[config.mk]
export PLATFORM = sky130hd
export DESIGN_NAME = id_emitter
export DESIGN_NICKNAME = d
export VERILOG_FILES = /design/src/rtl/id_emitter.sv
export SDC_FILE = /design/constraint.sdc
export NUM_CORES = 1
export LEC_CHECK = 0
export CAP_MARGIN = 10
export CELL_PAD_IN_SITES_DETAIL_PLACEMENT = 2
export CELL_PAD_IN_SITES_GLOBAL_PLACEMENT = 2
export CORE_MARGIN = 3
export CORE_UTILIZATION = 33
export DETAILED_ROUTE_END_ITERATION = 6
export PLACE_DENSITY_LB_ADDON = 0.25
export SLEW_MARGIN = 20
export SYNTH_ARGS = -nofsm -noshare
export SYNTH_HDL_FRONTEND = slang
export SYNTH_SLANG_ARGS = --single-unit
[constraint.sdc]
create_clock -name clk -period 2.95 [get_ports clk]
set_clock_uncertainty 0.2 [all_clocks]
set_input_delay 0.4425 -clock clk [delete_from_list [all_inputs] [get_ports clk]]
set_output_delay 0.4425 -clock clk [all_outputs]
set_load 0.05 [all_outputs]
[src/rtl/id_emitter.sv]
// id_emitter: transmit side of the identifier recogniser.
// On request, emits one identifier as a valid/ready char stream: a run of letters,
// an optional run of digits, then one separator char. A done pulse follows the separator.
module id_emitter #(
  parameter int           LW       = 4,
  parameter logic [7:0]   SEP_CHAR = 8'h20,
  parameter bit           UPPER    = 1'b0
) (
  input  logic          clk,
  input  logic          reset,
  input  logic          start,
  input  logic [LW-1:0] let_len,
  input  logic [LW-1:0] dig_len,
  input  logic [4:0]    let_base,
  output logic [7:0]    char,
  output logic          char_valid,
  input  logic          char_ready,
  output logic          busy,
  output logic          done
);

  typedef enum logic [1:0] {
    S_IDLE = 2'd0,
    S_LET  = 2'd1,
    S_DIG  = 2'd2,
    S_SEP  = 2'd3
  } state_t;

  localparam logic [7:0] LETTER_A = UPPER ? 8'h41 : 8'h61;
  localparam logic [7:0] DIGIT_0  = 8'h30;

  state_t        state_q, state_d;
  logic [LW-1:0] let_rem_q, let_rem_d;   // letters still to transfer, incl. current
  logic [LW-1:0] dig_rem_q, dig_rem_d;   // digits still to transfer, incl. current
  logic [4:0]    let_idx_q, let_idx_d;   // letter currently offered, 0..25
  logic [3:0]    dig_val_q, dig_val_d;   // digit currently offered, 0..9
  logic [7:0]    char_q, char_d;
  logic          valid_q, valid_d;
  logic          done_q, done_d;

  logic          xfer;
  logic [4:0]    base_idx;
  logic [4:0]    let_idx_inc;
  logic [3:0]    dig_val_inc;

  assign xfer        = valid_q & char_ready;
  assign base_idx    = (let_base >= 5'd26) ? 5'd0 : let_base;
  assign let_idx_inc = (let_idx_q == 5'd25) ? 5'd0 : let_idx_q + 5'd1;
  assign dig_val_inc = (dig_val_q == 4'd9) ? 4'd0 : dig_val_q + 4'd1;

  // Next-state and next-output computation; outputs are registered so the offered
  // char only changes on an accepted transfer.
  always_comb begin
    state_d   = state_q;
    let_rem_d = let_rem_q;
    dig_rem_d = dig_rem_q;
    let_idx_d = let_idx_q;
    dig_val_d = dig_val_q;
    char_d    = char_q;
    valid_d   = valid_q;
    done_d    = 1'b0;
    case (state_q)
      S_IDLE: begin
        if (start) begin
          state_d   = S_LET;
          let_rem_d = (let_len == '0) ? {{(LW-1){1'b0}}, 1'b1} : let_len;
          dig_rem_d = dig_len;
          let_idx_d = base_idx;
          dig_val_d = 4'd0;
          char_d    = LETTER_A + {3'b000, base_idx};
          valid_d   = 1'b1;
        end
      end
      S_LET: begin
        if (xfer) begin
          if (let_rem_q == {{(LW-1){1'b0}}, 1'b1}) begin
            let_rem_d = '0;
            if (dig_rem_q != '0) begin
              state_d   = S_DIG;
              dig_val_d = 4'd0;
              char_d    = DIGIT_0;
            end else begin
              state_d = S_SEP;
              char_d  = SEP_CHAR;
            end
          end else begin
            let_rem_d = let_rem_q - 1'b1;
            let_idx_d = let_idx_inc;
            char_d    = LETTER_A + {3'b000, let_idx_inc};
          end
        end
      end
      S_DIG: begin
        if (xfer) begin
          if (dig_rem_q == {{(LW-1){1'b0}}, 1'b1}) begin
            dig_rem_d = '0;
            state_d   = S_SEP;
            char_d    = SEP_CHAR;
          end else begin
            dig_rem_d = dig_rem_q - 1'b1;
            dig_val_d = dig_val_inc;
            char_d    = DIGIT_0 + {4'b0000, dig_val_inc};
          end
        end
      end
      S_SEP: begin
        if (xfer) begin
          state_d = S_IDLE;
          char_d  = 8'h00;
          valid_d = 1'b0;
          done_d  = 1'b1;
        end
      end
      default: begin
        state_d = S_IDLE;
        char_d  = 8'h00;
        valid_d = 1'b0;
      end
    endcase
  end

  // State and output registers; reset abandons any packet in flight.
  always_ff @(posedge clk or posedge reset) begin
    if (reset) begin
      state_q   <= S_IDLE;
      let_rem_q <= '0;
      dig_rem_q <= '0;
      let_idx_q <= '0;
      dig_val_q <= '0;
      char_q    <= 8'h00;
      valid_q   <= 1'b0;
      done_q    <= 1'b0;
    end else begin
      state_q   <= state_d;
      let_rem_q <= let_rem_d;
      dig_rem_q <= dig_rem_d;
      let_idx_q <= let_idx_d;
      dig_val_q <= dig_val_d;
      char_q    <= char_d;
      valid_q   <= valid_d;
      done_q    <= done_d;
    end
  end

  assign char       = char_q;
  assign char_valid = valid_q;
  assign busy       = (state_q != S_IDLE);
  assign done       = done_q;

endmodule

==> metrics.txt <==
Mapped Cells roughly 240; Final Wtd Congestion between 0.7 and 0.8; critical path class reg2out; Post-CTS Resized 0; min cycle time layout 2770 ps; max-slew violations 0; 1st-pass router iterations 4; highest-count cells in the layout ignoring fill and taps o21ai_0 (29), dfrtp_1 (29), nand2_1 (28); Synth Flop Type dfrtp_1; initial core utilization 0.355; critical path fanouts, max 7; Setup violations, final 0; Pwr Density 346 mW/mm^2; synthesis-stage register bit count 29; Critical Path RT 2310 ps; DRC 0; status completed; Post-DRT Antenna Nets 0; DIE WIDTH 84.4 um; footprint of the multi-input gates 0.00120 sq mm; final period utilization 0.938; slew margin rel. 0.624; first-pass GRT wire length roughly 11000 um; Post-DP HPWL 4690 um; GRT Overall Usage 0.185; hold_buf cts 0; pin count of the biggest net entering global routing 30; nets@finish 305; Congestion Overflow GR 0; largest stage delay on the critical path around 830 ps; warnings from Yosys 0; setup_tns 0 ps; Die ar. 0.00712 sq mm; max_cap viols 0; crit start category register; RSZ-0062 raised after global routing false; I/O pin cnt 28; TritonCTS clock tree done; number of synthesized flops with an enable pin 0; Core Region ~0.0057 sq mm; via/cell ratio ~5.6; CTS Buffer Depth 2; Post-Syn Area between 0.002 and 0.0025 sq mm; Leak 1.09 nW; Crit. End Element output pin; slowest stage cell, crit path clkdlybuf4s50_1; # fillers 636; smallest hold slack around 290 ps; IO Port Bufs 27; CTS sink count 29; ant diodes 0; Initial DRC Count 66; vias in the first global route 2058; H-Tree Depth 2; row count 27; average wire per standard cell 17.8 um; ys async rst share 1.00; Most common cell on crit path inv_1; initial antenna violation count 0; sequential fraction of the synthesis area 0.358; Max rail drop VDD 204 uV; clk root buf clkbuf_8; insertion delay to the later sink of the worst-skew pair approximately 280 ps; Routed WL 6160 um; syn_nets 274; CTS Buf Count 5; Worst Hold Class reg2reg; CTS clock-pin slew for the worst setup and hold paths 70 ps; Max Clk Rate about 360 MHz; Via Count roughly 1900; die height between 80 and 90 um; Fin. Hold Viols 0; Critical path buffers and inverters 3; cells along the critical path inv_1 > ha_1 > inv_1 > clkdlybuf4s50_1; Least-Margin Pin Slew 562 ps; critical path data arrival time 2120 ps; post-synthesis area per instance roughly 8.4 sq um; Layout area overhead 22.9%; share of cells above drive strength 1 0.0696; Setup Fix Bufs, Post-CTS 0; CP top delay family buffers and inverters; Yosys cell types 46; Seq. cell area 726 sq um
## final cells by class
type / instances / share of cell area
inverter: 18 / 0.0271
sequential: 29 / 0.291
clock buffer: 7 / 0.0387
timing repair buffer: 32 / 0.124
multi-input combinational: 186 / 0.481
tap: 72 / 0.0362
clock inverter: 1 / 0.00201
## where the power goes
group          internal (mW)  switching (mW)
Sequential             0.402         0.00529
Clock                  0.211           0.159
Combinational         0.0379          0.0459
## synthesized netlist by cell type, drive strengths merged (3+ instances only)
cell | number | area, sq um
a211o | 4 | 35.0
a21o | 4 | 30.0
a21oi | 15 | 75.1
a22o | 3 | 26.3
a22oi | 4 | 30.0
a31oi | 4 | 25.0
buf | 4 | 20.0
clkbuf | 4 | 15.0
dfrtp | 29 | 726
ha | 16 | 200
inv | 18 | 67.6
mux2 | 3 | 33.8
mux2i | 3 | 30.0
nand2 | 28 | 105
nand3 | 8 | 40.0
nor2 | 20 | 77.6
nor3 | 6 | 30.0
nor4 | 3 | 33.8
o21ai | 30 | 150
xnor2 | 5 | 43.8
## worst register-to-register path: stages (launching register included)
cell and delay [ps]:
dfrtp_1 410, inv_1 110, ha_1 200, or3_1 390, a21oi_1 340, nand3_1 220, a311oi_1 350, o21ai_0 130
## registers in the layout (all words and copies together), names as in the netlist
register	count
char	8
let_idx_q	5
dig_rem_q	4
dig_val_q	4
let_rem_q	4
state_q	2
char_valid	1
done	1
## metal layers
| layer | part of all wire | track usage | up-vias |
|---|---|---|---|
| li1 | - | - | 922 |
| met1 | 0.46 | 0.245 | 965 |
| met4 | 0.0044 | 0.0259 | 0 |
| met5 | 0 | 0 | - |
| met2 | 0.51 | 0.322 | 24 |
| met3 | 0.024 | 0.0334 | 4 |
## cells by family after synthesis
group	synth area share
flip-flops	0.358
multiplexers	0.0315
buffers and inverters	0.0506
AO/OA/AOI/OAI	0.237
AND/OR/NAND/NOR	0.194
XOR/XNOR	0.0302
adder cells (fa/ha/maj)	0.0988
## metrics by stage
stage	std cells	total power, mW	setup slack [ps]	instance area, sq um	utilization
after floorplan	241	0.454	721	2030	-
after global placement	337	0.496	525	2390	0.419
after detailed placement	337	0.500	411	2390	0.419
after CTS	345	0.875	166	2490	0.436
after global routing	345	0.903	52.8	2490	0.436
final	345	0.861	184	2490	0.436
## path summary, 6_finish.rpt
path	depth (start not counted)	endpoint	slack, ps	start
worst max-delay path	4	busy	180	state_q[1]$_DFFE_PP0P_
worst min-delay path	2	char[0]$_DFFE_PP0P_	290	char[0]$_DFFE_PP0P_
worst max register to register	7	state_q[0]$_DFFE_PP0P_	470	state_q[1]$_DFFE_PP0P_
worst min register to register	2	char[0]$_DFFE_PP0P_	290	char[0]$_DFFE_PP0P_
max in group asynchronous	3	state_q[0]$_DFFE_PP0P_	1910	reset
min in group asynchronous	3	dig_val_q[3]$_DFFE_PP0P_	340	reset
Power figures use the tool's default switching activity.
